[src/rtl/ir_rx_ctrl.sv]
// ir_rx_ctrl: sequences the IR decoder handshake, validates Samsung-32 frames,
// tags key-hold repeats and queues {address, command, repeat} entries in a
// first-word fall-through FIFO for the application logic.
module ir_rx_ctrl #(
  parameter int FIFO_DEPTH  = 4,
  parameter int HOLD_CYCLES = 2750000,
  parameter bit CHECK_ADDR  = 1'b1
) (
  input  logic                          clk,
  input  logic                          rst,
  input  logic                          run,
  output logic                          dec_enable,
  output logic                          dec_ack,
  input  logic                          dec_ready,
  input  logic [31:0]                   dec_command,
  output logic                          out_valid,
  input  logic                          out_ready,
  output logic [7:0]                    out_addr,
  output logic [7:0]                    out_cmd,
  output logic                          out_repeat,
  output logic                          err_pulse,
  output logic                          overflow,
  input  logic                          clear_ovf,
  output logic [$clog2(FIFO_DEPTH):0]   fifo_level
);

  localparam int AW = $clog2(FIFO_DEPTH);
  localparam int LW = AW + 1;
  localparam int HW = $clog2(HOLD_CYCLES + 1);
  localparam logic [HW-1:0] HOLD_MAX  = HW'(HOLD_CYCLES);
  localparam logic [LW-1:0] LEVEL_MAX = LW'(FIFO_DEPTH);

  typedef enum logic [2:0] {IDLE, ARMED, CAPTURE, CHECK, PUSH} state_t;

  state_t        state_q, state_d;
  logic [31:0]   frameWord_q;
  logic [15:0]   lastCode_q;
  logic          lastValid_q;
  logic [HW-1:0] holdTimer_q;
  logic [16:0]   fifoMem_q [FIFO_DEPTH];
  logic [AW-1:0] wrPtr_q, rdPtr_q;
  logic [LW-1:0] count_q;
  logic          overflow_q;

  logic [7:0]    addr0, addr1, cmdByte, ncmdByte;
  logic          frameOk, isRepeat, pushEn, popEn, fifoFull, writeEn;
  logic [16:0]   headWord;

  assign addr0    = frameWord_q[7:0];
  assign addr1    = frameWord_q[15:8];
  assign cmdByte  = frameWord_q[23:16];
  assign ncmdByte = frameWord_q[31:24];
  assign frameOk  = (ncmdByte == ~cmdByte) && (!CHECK_ADDR || (addr0 == addr1));
  assign isRepeat = lastValid_q && ({addr0, cmdByte} == lastCode_q) && (holdTimer_q < HOLD_MAX);

  assign fifoFull = (count_q == LEVEL_MAX);
  assign popEn    = out_valid && out_ready;
  assign writeEn  = pushEn && (!fifoFull || popEn);
  assign headWord = fifoMem_q[rdPtr_q];

  assign out_valid  = (count_q != '0);
  assign out_addr   = out_valid ? headWord[16:9] : 8'h00;
  assign out_cmd    = out_valid ? headWord[8:1]  : 8'h00;
  assign out_repeat = out_valid ? headWord[0]    : 1'b0;
  assign overflow   = overflow_q;
  assign fifo_level = count_q;

  // Handshake FSM: next state plus the decoder/strobe outputs decoded from state.
  always_comb begin
    state_d    = state_q;
    dec_enable = 1'b0;
    dec_ack    = 1'b0;
    err_pulse  = 1'b0;
    pushEn     = 1'b0;
    case (state_q)
      IDLE: begin
        if (run) state_d = ARMED;
      end
      ARMED: begin
        dec_enable = 1'b1;
        if (dec_ready)  state_d = CAPTURE;
        else if (!run)  state_d = IDLE;
      end
      CAPTURE: begin
        dec_enable = 1'b1;
        dec_ack    = 1'b1;
        state_d    = CHECK;
      end
      CHECK: begin
        dec_enable = 1'b1;
        if (frameOk) begin
          state_d = PUSH;
        end else begin
          err_pulse = 1'b1;
          state_d   = run ? ARMED : IDLE;
        end
      end
      PUSH: begin
        dec_enable = 1'b1;
        pushEn     = 1'b1;
        state_d    = run ? ARMED : IDLE;
      end
      default: state_d = IDLE;
    endcase
  end

  // State register, frame latch, last-code tracking and the saturating hold timer.
  always_ff @(posedge clk or negedge rst) begin
    if (!rst) begin
      state_q     <= IDLE;
      frameWord_q <= '0;
      lastCode_q  <= '0;
      lastValid_q <= 1'b0;
      holdTimer_q <= HOLD_MAX;
    end else begin
      state_q <= state_d;
      if (state_q == ARMED && dec_ready) frameWord_q <= dec_command;
      if (pushEn) begin
        lastCode_q  <= {addr0, cmdByte};
        lastValid_q <= 1'b1;
        holdTimer_q <= '0;
      end else if (holdTimer_q < HOLD_MAX) begin
        holdTimer_q <= holdTimer_q + 1'b1;
      end
    end
  end

  // FIFO storage; head is read combinationally and gated by out_valid.
  always_ff @(posedge clk) begin
    if (writeEn) fifoMem_q[wrPtr_q] <= {addr0, cmdByte, isRepeat};
  end

  // FIFO pointers, occupancy and sticky overflow (set beats clear).
  always_ff @(posedge clk or negedge rst) begin
    if (!rst) begin
      wrPtr_q    <= '0;
      rdPtr_q    <= '0;
      count_q    <= '0;
      overflow_q <= 1'b0;
    end else begin
      if (writeEn) wrPtr_q <= wrPtr_q + 1'b1;
      if (popEn)   rdPtr_q <= rdPtr_q + 1'b1;
      case ({writeEn, popEn})
        2'b10:   count_q <= count_q + 1'b1;
        2'b01:   count_q <= count_q - 1'b1;
        default: count_q <= count_q;
      endcase
      if (pushEn && fifoFull && !popEn) overflow_q <= 1'b1;
      else if (clear_ovf)               overflow_q <= 1'b0;
    end
  end

endmodule
[config.mk]
export PLATFORM = sky130hd
export DESIGN_NAME = ir_rx_ctrl
export DESIGN_NICKNAME = d
export VERILOG_FILES = /design/src/rtl/ir_rx_ctrl.sv
export SDC_FILE = /design/constraint.sdc
export NUM_CORES = 1
export LEC_CHECK = 0
export CORE_ASPECT_RATIO = 2
export CORE_MARGIN = 5
export CORE_UTILIZATION = 43
export CTS_BUF_LIST = sky130_fd_sc_hd__clkbuf_8
export CTS_CLUSTER_SIZE = 10
export DETAILED_ROUTE_END_ITERATION = 10
export PLACE_DENSITY = 0.63
export SLEW_MARGIN = 30
export SYNTH_ARGS = -nofsm -noshare
export SYNTH_HDL_FRONTEND = slang
export SYNTH_SLANG_ARGS = --single-unit
[constraint.sdc]
create_clock -name clk -period 2.92 [get_ports clk]
set_input_delay 0.292 -clock clk [delete_from_list [all_inputs] [get_ports clk]]
set_output_delay 0.292 -clock clk [all_outputs]
set_load 0.05 [all_outputs]
### Word-level counts from Yosys, hierarchy flattened

Memories as Yosys holds them, arrays and structs flattened.
Index checks and enable logic that the tools add are counted.

| word-level totals | value |
|---|---|
| output and inout port bits | 25 |
| input bits | 38 |
| word-level logic and storage cells | 68 |
| memory bits (writable) | 68 |
| register bits | 82 |
| memories | 1 |

Memory list:

| name | depth | width | rd ports | clocked after Yosys merged registers in | write ports | line | source |
|---|---|---|---|---|---|---|---|
| fifoMem_q | 4 | 17 | 1 | 0 | 1 | 40 | `logic [16:0] fifoMem_q [FIFO_DEPTH];` |

| operators by class | value |
|---|---|
| multiplexer cells | 21 |
| order comparisons | 1 |
| add/subtract/negate cells | 5 |
| bitwise operators | 1 |
| equality and inequality tests | 12 |
| reduce and logical (&&, ||, !) cells | 18 |

Operators by type and width:

| cell | count |
|---|---|
| 2-to-1 mux 22 bit | 2 |
| adder 22 x 1 -> 22 bit (second input constant) | 1 |
| < comparator 22 bit (second input constant) | 1 |
| equality test 16 bit | 1 |
| equality test 8 bit | 2 |
| 2-to-1 mux 8 bit | 2 |
| case mux 3 bit (5 select lines) | 1 |
| 2-to-1 mux 3 bit | 4 |
| 2-to-1 mux 1 bit | 11 |
| logical AND 1 bit | 8 |
| inverter 8 bit | 1 |
| equality test 3 x 2 -> 1 bit (second input constant) | 2 |
| equality test 3 bit (second input constant) | 2 |
| case mux 3 bit (2 select lines) | 1 |
| nonzero test 2 bit | 3 |
| adder 2 x 1 -> 2 bit (second input constant) | 2 |
| OR reduction 4 bit | 1 |
| adder 3 x 1 -> 3 bit (second input constant) | 1 |
| equality test 3 x 1 -> 1 bit (second input constant) | 1 |
| logical NOT 3 bit | 1 |
| != test 3 bit (second input constant) | 1 |
| nonzero test 3 bit | 1 |
| subtractor 3 x 1 -> 3 bit (second input constant) | 1 |
| equality test 2 x 1 -> 1 bit (second input constant) | 1 |
| 5 further kinds | 6 |

### Logic depth before layout (Yosys ltp)

Gate-level depths: netlist of the first run.

| depth | value |
|---|---|
| word-level depth | 6 |
| depth in mapped cells | 9 |
| mapped depth without buffers | 9 |

### Worst setup path before layout of the first run

Ideal clock, no wire load.

| timing | value |
|---|---|
| path type | reg-to-reg |
| from | register count_q[0] (netlist: fifo_level[0]) |
| to | register count_q[2] (netlist: fifo_level[2]) |
| slack | 0.379 ns |
| arrival | 2.459 ns |
| required time | 2.838 ns |
| buffers on the path | 0 |
| period minus slack after synthesis | 2.541 ns |
| setup time | 0.082 ns |
| cell stages (with the launch flop) | 10 |
| cells stage by stage | dfrtp_1 -> or4b_1 -> and3_1 -> inv_1 -> ha_1 -> inv_1 -> fa_1 -> xor2_1 -> nor2_1 -> xor2_1 |

| on the way | value |
|---|---|
| word-level cells in the longest chain between the ends | 6 |
| elaborated cells between the ends (all ways) | 12 |
| those cells by class | 2 x add/sub; 3 x eq/ne; 1 x mux; 6 x reduce/logical |

RTL lines:

| what | line | source |
|---|---|---|
| start, declared | 42 | `logic [LW-1:0] count_q;` |
| start signal, assigned | 144 | `2'b10: count_q <= count_q + 1'b1;` |
| start signal, assigned | 145 | `2'b01: count_q <= count_q - 1'b1;` |
| start signal, assigned | 146 | `default: count_q <= count_q;` |
| equality test 3 bit or nonzero test 3 bit (tied branches) | 56, 61 |  |
| logical NOT 1 bit or logical AND 1 bit (tied branches) | 58, 57 |  |
| logical OR 1 bit | 58 | `assign writeEn = pushEn && (!fifoFull \|\| popEn);` |
| logical AND 1 bit | 58 |  |
| equality test 2 x 1 -> 1 bit or equality test 2 bit (tied branches) | 143 | `case ({writeEn, popEn})` |
| case mux 3 bit (2 select lines) or nonzero test 2 bit (tied branches) | -- |  |

Parallel ways exist; a longest one is shown, timed or not.
A chain may end at the register's enable or synchronous reset.

### Final worst setup path of the first run

| timing | value |
|---|---|
| from | register frameWord_q[0] |
| to | output port err_pulse |

| on the way | value |
|---|---|
| word-level cells in the longest chain between the ends | 4 |

RTL lines:

| what | line | source |
|---|---|---|
| start, declared | 36 | `logic [31:0] frameWord_q;` |
| start signal, assigned | 117 | `if (state_q == ARMED && dec_ready) frameWord_q <= dec_command;` |
| equality test 8 bit | 53 | `assign frameOk = (ncmdByte == ~cmdByte) && (!CHECK_ADDR \|\| (addr0 == addr1));` |
| logical AND 1 bit | 53 |  |
| 2-to-1 mux 1 bit | 91 | `if (frameOk) begin` |
| 2-to-1 mux 1 bit | 75 | `case (state_q)` |
| end, declared | 21 | `output logic err_pulse,` |

Every way passes these cells.

==> flow_metrics.tcl, run 1 <==
set metrics [dict create \
    grt_max_degree 83 \
    cts_buffers 17 \
    die_w_um 98.4 \
    routed_wl_um 14400 \
    die_area_um2 18400 \
    final_layout_size_suffix_gt1_share_pct 21.7 \
    antenna_found_initial 0 \
    drc_errors 0 \
    synth_seq_cells 150 \
    cts_sinks 150 \
    finish.utilization_pct 51.7 \
    area_growth_pct 18.3 \
    vias 4161 \
    p_leak_nw 3.09 \
    grt_pass1_vias 4457 \
    yosys.area.top_type_share_pct 30.4 \
    yosysSeqAreaShare_pct 61.1 \
    grt.overflow.total 0 \
    tightest_slew_ps 925 \
    fp.dieH_um 187 \
    crit_required_ps 2630 \
    hold_path_class "in2reg" \
    power.density_nw_per_um2 925 \
    regToRegSetupSlack_ps 530 \
    design.core.area_um2 15400 \
    drt_iter0_markers 156 \
    hold_violations 0 \
    synth-edff-count 68 \
    clk_path_buf_depth 2 \
    synth_area_um2 6720 \
    cts_tree "built" \
    critPathKind "reg2out" \
    r2r-start "fifo_level[0]$_DFFE_PN0P_" \
    status "finished, final reports clean" \
    ys_types 50 \
    multi_input_area_um2 2470 \
    fin_crit_ps 2770 \
    path_cells "xnor2_1, nand4_1, or4_1, nor2b_1, dlygate4sd2_1" \
    design_area_um2 7950 \
    preCtsSetupSlack_ps 284 \
    critical_path_arrival_ps 2480 \
    synth_common_cells "dfrtp_1, nand2_1, edfxtp_1, mux2_2, xnor2_1" \
    reg2reg_depth 9 \
    r2r-end "fifo_level[2]$_DFFE_PN0P_" \
    clock_skew_ps 13.4 \
    post_cts_buffers 0 \
    endpoint_kind "primary output" \
    finalNetCount 612 \
    post-route-period-util_pct 95.0 \
    grt_pass1_wl_um 23900 \
    seq_area_um2 4110 \
    crit_family "simple AND/OR/NAND/NOR gates" \
    num_io_pins 63 \
    synth-async-reset-ratio_pct 54.7 \
    synth_area_leaders "edfxtp_1, dfrtp_1, mux4_2, mux2_2, dfstp_2" \
    hold-path-endpoint "overflow$_DFFE_PN0P_" \
    portBuffers 62 \
    maxSlewHeadroom_pct 38.3 \
    row_count 64 \
    place_congestion 0.898 \
    synthFlopType "dfrtp_1" \
    total_power_mw 7.35 \
    rsz0062_at_grt "false" \
    fin_ws_ps 146 \
    min_from "clear_ovf" \
    wl_per_cell_um 18.6 \
    fin_setup_tns_ps 0 \
    antennaDiodeCount 0 \
    dpl.hpwl_um 10300 \
    startpoint_type "flop" \
    drv_cap 0 \
    track_usage_pct 16.7 \
    crit_path_max_fanout 8 \
    fillCellCount 1332 \
    clk_pin_slew_ps 90 \
    synth.net_count 541 \
    yosys_warnings 0 \
    slowest_stage "or4_1" \
    cpPeakStageDelay_ps 620 \
    maxSlewViolCount 0 \
    max_freq_mhz 360 \
    setup_violations 0 \
    cts_root_buffer "clkbuf_8" \
    viasPerCell 5.35 \
    synth_cells 496 \
    placed_area_um2 7520 \
    ir_worst_vdd_mv 0.386 \
    path_buf_inv 1 \
    worstSkewPairLatency_ps 440 \
    synth_area_per_cell_um2 13.5 \
    hold_depth 2 \
    synth_top_cell_by_area "edfxtp_1" \
    drtPass1Iterations 4 \
    ant_nets 0 \
    start_util_pct 43.7 \
    htree_levels 4 \
]
## worst register-to-register path: stages, from the launching register on
cell and delay, ps:
dfrtp_1 430, or4b_1 560, and3_1 230, inv_1 70, ha_1 170, inv_1 60, fa_1 370, xor2_1 150
nor2_1 110, xor2_1 170
## cells by family after synthesis
kind of cell	count (synthesis)	synth area share [%]
AO/OA/AOI/OAI	34	3.39
AND/OR/NAND/NOR	174	14.0
adder cells (fa/ha/maj)	7	1.42
XOR/XNOR	39	5.08
multiplexers	61	12.8
flip-flops	150	61.1
buffers and inverters	31	2.16
## layout make-up
cell class,count,share of cell area (%)
clock buffer,17,2.94
clock inverter,15,2.30
inverter,9,0.425
multi-input combinational,315,31.1
sequential,150,51.7
tap,198,3.12
timing repair buffer,74,8.44
## metrics by stage
| step | instances | hold WS [ps] |
|---|---|---|
| 2_1_floorplan | 496 | -3.59 |
| 6_report | 778 | 431 |
| 3_5_place_dp | 745 | 409 |
| 4_1_cts | 778 | 401 |
| 3_3_place_gp | 745 | 445 |
| 5_1_grt | 778 | 411 |
## worst max path at each step
stage,startpoint,endpoint,slack (ps),depth (start not counted)
2_1_floorplan,fifo_level[0]$_DFFE_PN0P_,fifo_level[2]$_DFFE_PN0P_,380,9
3_3_place_gp,frameWord_q[1]$_DFFE_PN0P_,err_pulse,320,5
3_5_place_dp,out_ready,fifo_level[2]$_DFFE_PN0P_,280,10
4_1_cts,frameWord_q[0]$_DFFE_PN0P_,err_pulse,80,5
5_1_grt,frameWord_q[1]$_DFFE_PN0P_,err_pulse,10,5
6_report,frameWord_q[0]$_DFFE_PN0P_,err_pulse,150,5
## placed cells by master (no fill, tap or decap), drive strengths merged, types with 2 or more instances in the layout
master	instances
buf	29
nand4	11
nor2b	2
bufinv	2
ha	6
nand2	71
nor3	2
and3	7
clkinv	4
edfxtp	68
a211oi	2
or4b	2
mux4	17
dfstp	11
mux2i	12
clkdlybuf4s50	43
clkbuf	17
a21oi	14
and4	5
mux2	32
o31ai	9
dfrtp	71
nor2	5
nor4	7
o21a	2
nand2b	13
nand3	13
and2	20
xnor2	28
inv	17
xor2	11
or4	10
## power breakdown
| group | internal, mW | switching [mW] | total, mW |
|---|---|---|---|
| clock network | 0.797 | 0.869 | 1.67 |
| registers | 2.64 | 0.414 | 3.05 |
| logic | 1.17 | 1.47 | 2.63 |
## flip-flops by register name, summed over array words and instances (netlist names)
signal	count
state_q	3
overflow	1
lastValid_q	1
lastCode_q	16
fifo_level	3
wrPtr_q	2
holdTimer_q	22
rdPtr_q	2
frameWord_q	32
fifoMem_q	68
## routing by layer
layer  GRT usage (%)  wire [um]  vias up
li1                -          -     1949
met1            18.6       5410     2104
met2            30.8       8300       93
met3            3.92        447       15
met4            5.31        276        0
met5               0          0        -
## repair_timing
action / CTS / global route
setup endpoints to repair: 1 / 0
resized for setup: 1 / 0
hold buffers: 1 / 0
endpoints found under the hold margin: 71 / 0
Power figures use the tool's default switching activity.
==> run 2: changes to the inputs <==
--- a/config.mk
+++ b/config.mk
@@ -12,6 +12,7 @@
 export CTS_CLUSTER_SIZE = 10
 export DETAILED_ROUTE_END_ITERATION = 10
 export PLACE_DENSITY = 0.63
+export RECOVER_POWER = 25
 export SLEW_MARGIN = 30
 export SYNTH_ARGS = -nofsm -noshare
 export SYNTH_HDL_FRONTEND = slang
==> run 2 against run 1 <==
Effect of this change:
- the run now ends with max-capacitance violations, max-slew violations left
- worst hold slack worse by 3.8 ps
- critical path type unchanged
- die area unchanged
- maximum frequency down 0.40%
- wire length up 0.29%
- setup slack worse by 11 ps
- sequential share of layout area up 0.14 points
- non-clock buffer count unchanged
- clock power about the same
- total power down 0.29%
- core utilization down 0.14 points
- largest power group unchanged
- cell count unchanged
==> flow_metrics.tcl, run 2 (synthesis results as in run 1) <==
set metrics [dict create \
    final_cell_mix "nand2_1, dfrtp_1, edfxtp_1, clkdlybuf4s50_1, mux2_2" \
    critPathKind "reg2out" \
    worstSkewPairLatency_ps 440 \
    fin_setup_tns_ps 0 \
    crit_family "simple AND/OR/NAND/NOR gates" \
    grt_util_met3_pct 3.92 \
    drtPass1Iterations 4 \
    start_util_pct 43.7 \
    hold_violations 0 \
    maxSlewViolCount 83 \
    failed_checks "max-capacitance violations, max-slew violations" \
    tightest_slew_ps 2070 \
    row_count 64 \
    drt_iter0_markers 144 \
    setup_violations 0 \
    layoutNonFillerInstCount 778 \
    startpoint_type "flop" \
    path_cells "xnor2_1, nand4_1, or4_1, nor2b_1, dlygate4sd2_1" \
    clk_pin_slew_ps 90 \
    crit_required_ps 2630 \
    viasPerCell 5.32 \
    rsz0062_at_grt "false" \
    num_io_pins 63 \
    htree_levels 4 \
    grt.overflow.total 0 \
    design.core.area_um2 15400 \
    clock_skew_ps 13.2 \
    grt_max_degree 83 \
    ant_nets 0 \
    final_layout_size_suffix_gt1_share_pct 21.0 \
    seq_area_um2 4110 \
    die_area_um2 18400 \
    finish.utilization_pct 51.6 \
    endpoint_kind "primary output" \
    antennaDiodeCount 0 \
    met1_usage_pct 18.6 \
    fp.dieH_um 187 \
    critical_path_arrival_ps 2490 \
    cts_root_buffer "clkbuf_8" \
    regMostFlops "fifoMem_q" \
    wl_per_cell_um 18.6 \
    largest_reg_flops 68 \
    fin_crit_ps 2790 \
    portBuffers 62 \
    clk_path_buf_depth 2 \
    drc_errors 0 \
    power.density_nw_per_um2 925 \
    routed_wl_um 14500 \
    track_usage_pct 16.7 \
    die_w_um 98.4 \
    vias 4139 \
    antenna_found_initial 0 \
    cts_buffers 17 \
    path_buf_inv 1 \
    busiest_layer "met2" \
    met2_usage_pct 30.8 \
    hold_path_class "in2reg" \
    placed_cells 745 \
    total_power_mw 7.33 \
    multi_input_area_um2 2470 \
    ir_worst_vdd_mv 0.382 \
    cts_sinks 150 \
    dpl.hpwl_um 10300 \
    max_freq_mhz 359 \
    grt_pass1_vias 4457 \
    fillCellCount 1335 \
    reg.largest.list "fifoMem_q: 68 flops, frameWord_q: 32 flops, holdTimer_q: 22 flops" \
    finalNetCount 612 \
    fin_ws_ps 135 \
    grt_pass1_wl_um 23900 \
    status "finished, violations left" \
    area_growth_pct 18.0 \
    preCtsSetupSlack_ps 284 \
    cts_tree "built" \
    crit_path_max_fanout 8 \
    slowest_stage "or4_1" \
    drv_cap 1 \
    maxSlewHeadroom_pct -38.0 \
    p_leak_nw 3.07 \
    place_congestion 0.898 \
    cpPeakStageDelay_ps 620 \
    post-route-period-util_pct 95.4 \
]
[run 2: cell count changes in the layout (fill, tap and decap cells not counted), sizes merged]
cell	previous run	this run
clkbuf	17	22
buf	29	24
[run 2: final cells by class]
| class | instances | area share (%) |
|---|---|---|
| timing repair buffer | 74 | 8.19 |
| multi-input combinational | 315 | 31.2 |
| tap | 198 | 3.13 |
| clock inverter | 15 | 2.30 |
| sequential | 150 | 51.8 |
| inverter | 9 | 0.426 |
| clock buffer | 17 | 2.95 |
[run 2: routing by layer]
layer  part of all wire (%)  vias up
met1                     38     2102
met5                      0        -
met3                    2.7       15
met4                    1.9        0
li1                       -     1948
met2                     57       74
[run 2: worst paths after layout]
check / startpoint / cells past startpoint / to / slack (ps)
setup reg to reg: fifo_level[0]$_DFFE_PN0P_ / 9 / fifo_level[2]$_DFFE_PN0P_ / 540
max in group asynchronous: rst / 2 / frameWord_q[28]$_DFFE_PN0P_ / 720
hold reg to reg: lastValid_q$_DFFE_PN0N_ / 1 / lastValid_q$_DFFE_PN0N_ / 470
setup / recovery: frameWord_q[0]$_DFFE_PN0P_ / 5 / err_pulse / 130
hold / removal: clear_ovf / 2 / overflow$_DFFE_PN0P_ / 430
min in group asynchronous: rst / 2 / holdTimer_q[11]$_DFFE_PN0P_ / 970
[run 2: timing repair]
| action | in CTS | in global routing |
|---|---|---|
| buffers inserted | 0 | 0 |
| gates resized for setup | 1 | 0 |
| setup endpoints to repair | 1 | 0 |
| hold buffers | 1 | 0 |
| endpoints found under the hold margin | 71 | 0 |
[run 2: where the power goes]
part           total [mW]  internal, mW  switching, mW
Clock                1.67         0.797          0.869
Combinational        2.61          1.14           1.47
Sequential           3.05          2.64          0.414
Total                7.33          4.58           2.75
[run 2: metrics by stage]
step	hold WS (ps)	instance area [um2]
global placement	445	7520
floorplan	-3.59	6720
detailed placement	409	7520
CTS	401	7950
global route	411	7930
finish	428	7930
==> run 3: changes to the inputs <==
--- a/config.mk
+++ b/config.mk
@@ -13,7 +13,6 @@
 export DETAILED_ROUTE_END_ITERATION = 10
 export PLACE_DENSITY = 0.63
 export RECOVER_POWER = 25
-export SLEW_MARGIN = 30
 export SYNTH_ARGS = -nofsm -noshare
 export SYNTH_HDL_FRONTEND = slang
 export SYNTH_SLANG_ARGS = --single-unit
==> run 3 against run 2 <==
Effect of this change:
- the run still ends with max-capacitance violations, max-slew violations left
- total power about the same
- non-clock buffer count decreased by 1
- core utilization is 0.065 points lower
- maximum frequency up 0.22%
- clock power barely moved
- cell count down 0.13%
- first-iteration DRC count is 9.7% higher
- sequential cell count stayed put
- clock skew rose by 1.2 ps
- largest cell class unchanged
- highest routed layer unchanged
==> flow_metrics.tcl, run 3 (synthesis results as in run 1) <==
set metrics [dict create \
    cts_sinks 150 \
    cts_root_buffer "clkbuf_8" \
    worstSkewPairLatency_ps 440 \
    cts_buffers 17 \
    drv_cap 1 \
    critPathKind "reg2out" \
    clk_path_buf_depth 2 \
    design.core.area_um2 15400 \
    grt_pass1_wl_um 23900 \
    htree_levels 4 \
    antennaDiodeCount 0 \
    crit_family "simple AND/OR/NAND/NOR gates" \
    tightest_slew_ps 2090 \
    placed_cells 745 \
    startpoint_type "flop" \
    critical_path_arrival_ps 2490 \
    fp.dieH_um 187 \
    failed_checks "max-capacitance violations, max-slew violations" \
    die_w_um 98.4 \
    crit_path_max_fanout 8 \
    regMostFlops "fifoMem_q" \
    largest_reg_flops 68 \
    power.density_nw_per_um2 925 \
    routed_wl_um 14500 \
    crit_required_ps 2630 \
    antenna_found_initial 0 \
    post-route-period-util_pct 95.2 \
    drtPass1Iterations 4 \
    reg.largest.list "fifoMem_q: 68 flops, frameWord_q: 32 flops, holdTimer_q: 22 flops" \
    ir_worst_vdd_mv 0.382 \
    maxSlewHeadroom_pct -39.3 \
    die_area_um2 18400 \
    status "finished, violations left" \
    post_cts_buffers 0 \
    clock_skew_ps 14.4 \
    layoutNonFillerInstCount 777 \
    viasPerCell 5.34 \
    setup_violations 0 \
    fin_crit_ps 2780 \
    max_freq_mhz 360 \
    total_power_mw 7.32 \
    final_layout_size_suffix_gt1_share_pct 21.1 \
    track_usage_pct 16.7 \
    area_growth_pct 17.8 \
    hold_path_class "in2reg" \
    finalNetCount 611 \
    ant_nets 0 \
    p_leak_nw 3.07 \
    final_cell_mix "nand2_1, dfrtp_1, edfxtp_1, clkdlybuf4s50_1, mux2_2" \
    cts_tree "built" \
    fin_setup_tns_ps 0 \
    rsz0062_at_grt "false" \
    maxSlewViolCount 83 \
    drt_iter0_markers 158 \
    grt_max_degree 83 \
    grt.overflow.total 0 \
    clk_pin_slew_ps 100 \
    dpl.hpwl_um 10300 \
    path_buf_inv 1 \
    cpPeakStageDelay_ps 620 \
    vias 4150 \
    portBuffers 62 \
    num_io_pins 63 \
    start_util_pct 43.7 \
    wl_per_cell_um 18.6 \
    place_congestion 0.898 \
    slowest_stage "or4_1" \
    path_cells "xnor2_1, nand4_1, or4_1, nor2b_1, dlygate4sd2_1" \
    row_count 64 \
    hold_violations 0 \
    grt_pass1_vias 4451 \
    endpoint_kind "primary output" \
    finish.utilization_pct 51.5 \
    drc_errors 0 \
]
run 3: cell types whose count changed in the layout (fill, tap and decap cells not counted):
cell / delta
dlygate4sd3_1: -1
run 3: routing by layer:
metal | share of wire [%] | track usage (%) | vias up
li1 | - | - | 1946
met1 | 38 | 18.7 | 2108
met2 | 57 | 30.7 | 80
met3 | 3.3 | 3.92 | 16
met4 | 1.9 | 5.31 | 0
met5 | 0 | 0 | -
run 3: cell type report:
cell class / instances / area (um2)
inverter: 9 / 33.8
tap: 198 / 248
timing repair buffer: 73 / 639
clock buffer: 17 / 234
multi-input combinational: 315 / 2470
sequential: 150 / 4110
clock inverter: 15 / 183
fill: 1336 / 7460
run 3: worst paths after layout:
| check | endpoint | slack, ps | cells past startpoint | start |
|---|---|---|---|---|
| worst max register to register | fifo_level[2]$_DFFE_PN0P_ | 540 | 9 | fifo_level[0]$_DFFE_PN0P_ |
| worst min-delay path | overflow$_DFFE_PN0P_ | 430 | 2 | clear_ovf |
| max in group asynchronous | frameWord_q[28]$_DFFE_PN0P_ | 1240 | 1 | rst |
| worst max-delay path | err_pulse | 140 | 5 | frameWord_q[0]$_DFFE_PN0P_ |
| worst min register to register | lastValid_q$_DFFE_PN0N_ | 470 | 1 | lastValid_q$_DFFE_PN0N_ |
| min in group asynchronous | holdTimer_q[11]$_DFFE_PN0P_ | 440 | 1 | rst |
run 3: per-stage QoR:
| step | hold slack (ps) | instance area (um2) | setup slack, ps |
|---|---|---|---|
| floorplan | -3.59 | 6720 | 379 |
| global placement | 445 | 7520 | 316 |
| detailed placement | 451 | 7520 | 284 |
| CTS | 70.1 | 7930 | 76.0 |
| global route | 411 | 7920 | 14.5 |
| finish | 429 | 7920 | 141 |
run 3: power by group:
group | internal (mW) | switching (mW)
sequential | 2.64 | 0.413
combinational | 1.14 | 1.47
clock | 0.797 | 0.868
run 3: what timing repair did:
item / 4_1_cts / 5_1_grt
hold buffers: 0 / 0
gates resized for setup: 1 / 0
endpoints found under the setup margin: 1 / 0
